`src/rtl/imem_responder_pkg.sv`:
```
// Shared types and helpers for the instruction-memory responder.
// Holds the FSM state encoding, the fault data word and the address-fault rule.
package imem_responder_pkg;

   typedef enum logic [1:0] {
      IMEM_IDLE = 2'd0,
      IMEM_WAIT = 2'd1,
      IMEM_RESP = 2'd2
   } imem_state_e;

   localparam logic [31:0] IMEM_FAULT_DATA = 32'h0;

   // Wide enough for the largest supported wait-state count (15).
   localparam int IMEM_CNT_W = 4;

   // A byte address faults when it is not word aligned or lies past the array.
   function automatic logic addr_fault(input logic [31:0] addr, input int depth_words);
      logic [32:0] limit;
      limit = 33'(depth_words) << 2;
      return (addr[1:0] != 2'b00) || ({1'b0, addr} >= limit);
   endfunction

endpackage

```
`src/rtl/imem_responder_array.sv`:
```
// Instruction word storage: one synchronous write port, one asynchronous read port.
// Contents survive reset; the program loader is the only writer.
module imem_responder_array #(
   parameter int DEPTH_WORDS = 64,
   parameter int AW          = 6
) (
   input  logic          clk,
   input  logic          wr_en,
   input  logic [AW-1:0] wr_idx,
   input  logic [31:0]   wr_data,
   input  logic [AW-1:0] rd_idx,
   output logic [31:0]   rd_data
);

   logic [31:0] mem [DEPTH_WORDS];

   always_ff @(posedge clk) begin
      if (wr_en) begin
         mem[wr_idx] <= wr_data;
      end
   end

   assign rd_data = mem[rd_idx];

endmodule

```
`src/rtl/imem_responder.sv`:
```
// Instruction-memory responder: accepts one word fetch at a time and returns it
// after WAIT_CYCLES wait states; a load port writes the array directly.
//
//   state     | meaning
//   ----------+-------------------------------------------------------------
//   IMEM_IDLE | ready for a fetch; word and fault flag captured on accept
//   IMEM_WAIT | counting wait states down to zero
//   IMEM_RESP | response held on rsp_* until the initiator takes it
module imem_responder
   import imem_responder_pkg::*;
#(
   parameter int DEPTH_WORDS = 64,
   parameter int WAIT_CYCLES = 2
) (
   input  logic        clk,
   input  logic        rst,
   input  logic        req_valid,
   output logic        req_ready,
   input  logic [31:0] req_addr,
   output logic        rsp_valid,
   input  logic        rsp_ready,
   output logic [31:0] rsp_data,
   output logic        rsp_err,
   input  logic        wr_en,
   input  logic [31:0] wr_addr,
   input  logic [31:0] wr_data
);

   localparam int AW = $clog2(DEPTH_WORDS);
   localparam logic [IMEM_CNT_W-1:0] WAIT_LOAD =
      (WAIT_CYCLES > 0) ? IMEM_CNT_W'(WAIT_CYCLES - 1) : '0;

   imem_state_e           state_q, state_d;
   logic [IMEM_CNT_W-1:0] cnt_q, cnt_d;
   logic [31:0]           rsp_data_q;
   logic                  rsp_err_q;
   logic                  accept;
   logic                  req_fault;
   logic                  wr_ok;
   logic [AW-1:0]         rd_idx;
   logic [AW-1:0]         wr_idx;
   logic [31:0]           rd_word;

   assign rd_idx    = req_addr[AW+1:2];
   assign wr_idx    = wr_addr[AW+1:2];
   assign req_fault = addr_fault(req_addr, DEPTH_WORDS);
   assign wr_ok     = wr_en && !addr_fault(wr_addr, DEPTH_WORDS);

   imem_responder_array #(
      .DEPTH_WORDS (DEPTH_WORDS),
      .AW          (AW)
   ) u_array (
      .clk     (clk),
      .wr_en   (wr_ok),
      .wr_idx  (wr_idx),
      .wr_data (wr_data),
      .rd_idx  (rd_idx),
      .rd_data (rd_word)
   );

   always_ff @(posedge clk or negedge rst) begin
      if (!rst) begin
         state_q <= IMEM_IDLE;
         cnt_q   <= '0;
      end else begin
         state_q <= state_d;
         cnt_q   <= cnt_d;
      end
   end

   always_comb begin
      state_d = state_q;
      cnt_d   = cnt_q;
      accept  = 1'b0;
      case (state_q)
         IMEM_IDLE: begin
            if (req_valid) begin
               accept = 1'b1;
               if (WAIT_CYCLES == 0) begin
                  state_d = IMEM_RESP;
               end else begin
                  state_d = IMEM_WAIT;
                  cnt_d   = WAIT_LOAD;
               end
            end
         end
         IMEM_WAIT: begin
            if (cnt_q == '0) begin
               state_d = IMEM_RESP;
            end else begin
               cnt_d = cnt_q - 1'b1;
            end
         end
         IMEM_RESP: begin
            if (rsp_ready) begin
               state_d = IMEM_IDLE;
            end
         end
         default: begin
            state_d = IMEM_IDLE;
            cnt_d   = '0;
         end
      endcase
   end

   // The word is captured on accept, so a load-port write on the same edge
   // or later never alters a pending response.
   always_ff @(posedge clk or negedge rst) begin
      if (!rst) begin
         rsp_data_q <= '0;
         rsp_err_q  <= 1'b0;
      end else if (accept) begin
         rsp_data_q <= req_fault ? IMEM_FAULT_DATA : rd_word;
         rsp_err_q  <= req_fault;
      end
   end

   assign req_ready = (state_q == IMEM_IDLE);
   assign rsp_valid = (state_q == IMEM_RESP);
   assign rsp_data  = rsp_data_q;
   assign rsp_err   = rsp_err_q;

endmodule

```
`config.mk`:
```
export PLATFORM = sky130hd
export DESIGN_NAME = imem_responder
export DESIGN_NICKNAME = d
export VERILOG_FILES = /design/src/rtl/imem_responder_pkg.sv /design/src/rtl/imem_responder_array.sv /design/src/rtl/imem_responder.sv
export SDC_FILE = /design/constraint.sdc
export NUM_CORES = 2
export LEC_CHECK = 0
export CAP_MARGIN = 25
export CORE_MARGIN = 2
export CORE_UTILIZATION = 65
export DETAILED_ROUTE_END_ITERATION = 8
export PLACE_DENSITY_LB_ADDON = 0.15
export SYNTH_ARGS = -nofsm -noshare
export SYNTH_HDL_FRONTEND = slang
export SYNTH_SLANG_ARGS = --single-unit
```
`constraint.sdc`:
```
create_clock -name clk -period 4.35 [get_ports clk]
set_input_delay 0.435 -clock clk [delete_from_list [all_inputs] [get_ports clk]]
set_output_delay 0.435 -clock clk [all_outputs]
set_load 0.05 [all_outputs]
```
==> summary.md <==
| Metric | Value |
|---|---|
| Outcome | `completed` |
| Final Instance Count excl. Fillers | `about 5500` |
| Slew HR | `0.248` |
| Worst Min Path Start | `wr_data[23]` |
| Die Wd | `353 um` |
| Layout Nets | `3818` |
| Critical Path RT | `between 5 and 6 ns` |
| Syn Nets | `3487` |
| IO Pins | `between 100 and 150` |
| Antenna violations before repair | `12` |
| Synth top area share | `0.775` |
| Post-DR wirelength/cell | `between 30 and 40 um` |
| Drt total wl | `198000 um` |
| DRC | `0` |
| Die footprint | `125000 um2` |
| Most frequent cells in the layout | `edfxtp_1, mux4_2, clkbuf_16` |
| GRT Total Usage | `0.323` |
| Pwr dens | `453 nW/um2` |
| Die height | `approximately 350 um` |
| R2r endpoint | `rsp_data[0]` |
| Pin count of the biggest net entering global routing | `65` |
| Post_cts resized | `0` |
| Root Driver | `clkbuf_16` |
| Hold Path End | `u_array.mem[28][23]` |
| Worst Setup Start Kind | `register` |
| Initial Util | `0.654` |
| Syn avg cell area | `23.4 um2` |
| Pins over their slew limit | `0` |
| Commonest non-fill, non-tap cell in the layout | `edfxtp_1` |
| Cells on worst reg2reg path | `5` |
| Number of setup violations in the final report | `0` |
| Tcrit/Tclk final | `0.634` |
| CTS H-tree depth | `4` |
| Class of the most critical setup path | `register to register` |
| Critical Path End Type | `register` |
| Sequential fraction of the synthesis area | `0.787` |
| Leading area contributor after synthesis | `edfxtp_1` |
| Row cnt | `128` |
| CP arrival | `3.49 ns` |
| Clock period minus worst slack | `2.76 ns` |
| Clk_skew | `0.0264 ns` |
| Syn Inst Count | `around 3400` |
| Worst Hold Depth | `1` |
| Final Hold Slack | `0.161 ns` |
| Final hold viol count | `0` |
| Core Area | `~120000 um2` |
| Fmax | `362 MHz` |
| CTS tree | `yes` |
| RD Place Congestion | `0.898` |
| Hold Crit Class | `input port to register` |
| Worst slew pin tran | `1.13 ns` |
| Clk buf depth | `3` |
| Clock latency on the worst-skew pair | `around 0.82 ns` |
| Total CTS buffers | `around 200` |
| Post-synth EDFFs | `2048` |
| Via count | `38877` |
| LEAKAGE | `0.0288 uW` |
| Post-DP HPWL | `113000 um` |
| Unrepaired setup endpoints after global routing | `false` |
| R2R Path Start | `state_q[0]` |
| #FFs+latches synth | `roughly 2100` |
| Synthesis-to-layout area growth | `14.5%` |
| Sum of negative setup slack | `0 ns` |
| Number of global-route vias before repair | `39042` |
| Synthesis Warnings | `0` |
| Synthesized area | `between 70000 and 80000 um2` |
| Clk slew on worst S/H paths | `0.06 ns` |
| Maximum vdd ir drop | `0.443 mV` |
| Reg2reg setup slack | `between 1.5 and 2 ns` |
| FFs w/ async S/R, synth | `0.0187` |
| Max Cap Viol | `0` |
| Post-DRT Antenna Nets | `0` |
| Port Buffers | `135` |
| Fill count | `6454` |
| Yosys cell types | `34` |
| GRT overflow | `0` |
| Initial detailed-routing violation count | `5933` |
| Synth Flop Type | `edfxtp_1` |
| First-pass GRT wire length | `between 200000 and 300000 um` |
| Top post-synthesis cells by area | `edfxtp_1, mux4_2, mux2i_1` |
| # clock sinks | `approximately 2100` |
| Drt pass-1 iters | `6` |
| Via density | `~7` |
| Critical Path Fanout Max | `12` |
| Share of layout cells above drive strength 1 | `0.294` |
| Cells after DPL | `5136` |
metal layers:
metal	global-route usage	vias to the layer above	part of all wire
li1	-	15207	-
met1	0.470	20702	0.37
met2	0.496	2617	0.48
met3	0.0767	335	0.11
met4	0.106	16	0.032
met5	0	-	0.00053
area by class of cell:
cell class                 count  area, um2  area share
antenna                        5       12.5    0.000138
multi-input combinational   1104      16600       0.183
tap                         1625       2030      0.0224
clock buffer                 244       5360      0.0590
inverter                       6       22.5    0.000248
clock inverter               120       1020      0.0113
sequential                  2087      62500       0.688
timing repair buffer         321       3340      0.0367
critical path: stages (launching register included):
cell and delay (ns):
dfrtp_1 0.45, nor3b_1 0.32, nand4_1 0.35, nor3_2 0.91, nand3_1 0.42, nand3_1 0.22
power breakdown:
| group | total, uW | internal [uW] | switching [uW] |
|---|---|---|---|
| combinational | 2110 | 781 | 1330 |
| sequential | 22100 | 22100 | 31.7 |
| clock | 16900 | 9620 | 7280 |
synthesized netlist by cell type (all sizes together), types with 6 or more instances:
| cell | n |
|---|---|
| nand2 | 62 |
| inv | 6 |
| dfrtp | 39 |
| nor4 | 14 |
| edfxtp | 2048 |
| mux2i | 128 |
| mux4 | 544 |
| clkbuf | 90 |
| a22oi | 160 |
| nor2b | 7 |
| buf | 97 |
| nor3 | 6 |
| nor2 | 73 |
| nand3 | 80 |
worst max-delay path by stage:
stage | end | depth (start not counted) | startpoint | slack, ns
after CTS | rsp_valid | 2 | state_q[1] | 1.59
after global placement | rsp_data[18] | 8 | req_addr[2] | 1.15
final | rsp_data[0] | 5 | state_q[0] | 1.59
after global routing | rsp_data[0] | 5 | state_q[0] | 1.45
after floorplan | u_array.mem[54][0] | 5 | wr_addr[25] | 1.10
after detailed placement | rsp_data[2] | 8 | req_addr[2] | 1.10
sequential cells by signal (all words and copies together) (netlist names):
register and flops:
u_array.mem 2048, rsp_data 32, state_q 2, rsp_err 1, cnt_q 4
metrics by stage:
stage	utilization	total power (uW)	area, um2	worst slack [ns]
floorplan	-	23600	79300	1.10
global placement	0.695	24500	84300	1.15
detailed placement	0.695	24600	84400	1.10
CTS	0.748	41300	90800	1.59
global route	0.748	42100	90800	1.45
finish	0.748	41100	90800	1.59
kinds of logic (layout without fill, tap and decap cells):
group           count (synthesis)  count (layout)  share of synthesized area
flops                        2087            2087                      0.787
mux                           672             672                      0.171
simple gates                  259             259                     0.0150
buf+inv                       193             691                     0.0107
compound gates                171             171                     0.0161
fa+ha+maj                       2               2                   0.000315
other cells                     0               5                          0
what timing repair did:
item,in CTS,in global routing
hold endpoints to repair,48,8
buffers inserted,0,0
hold buffers,2,1
No activity file was read; power rests on OpenSTA's default activity.
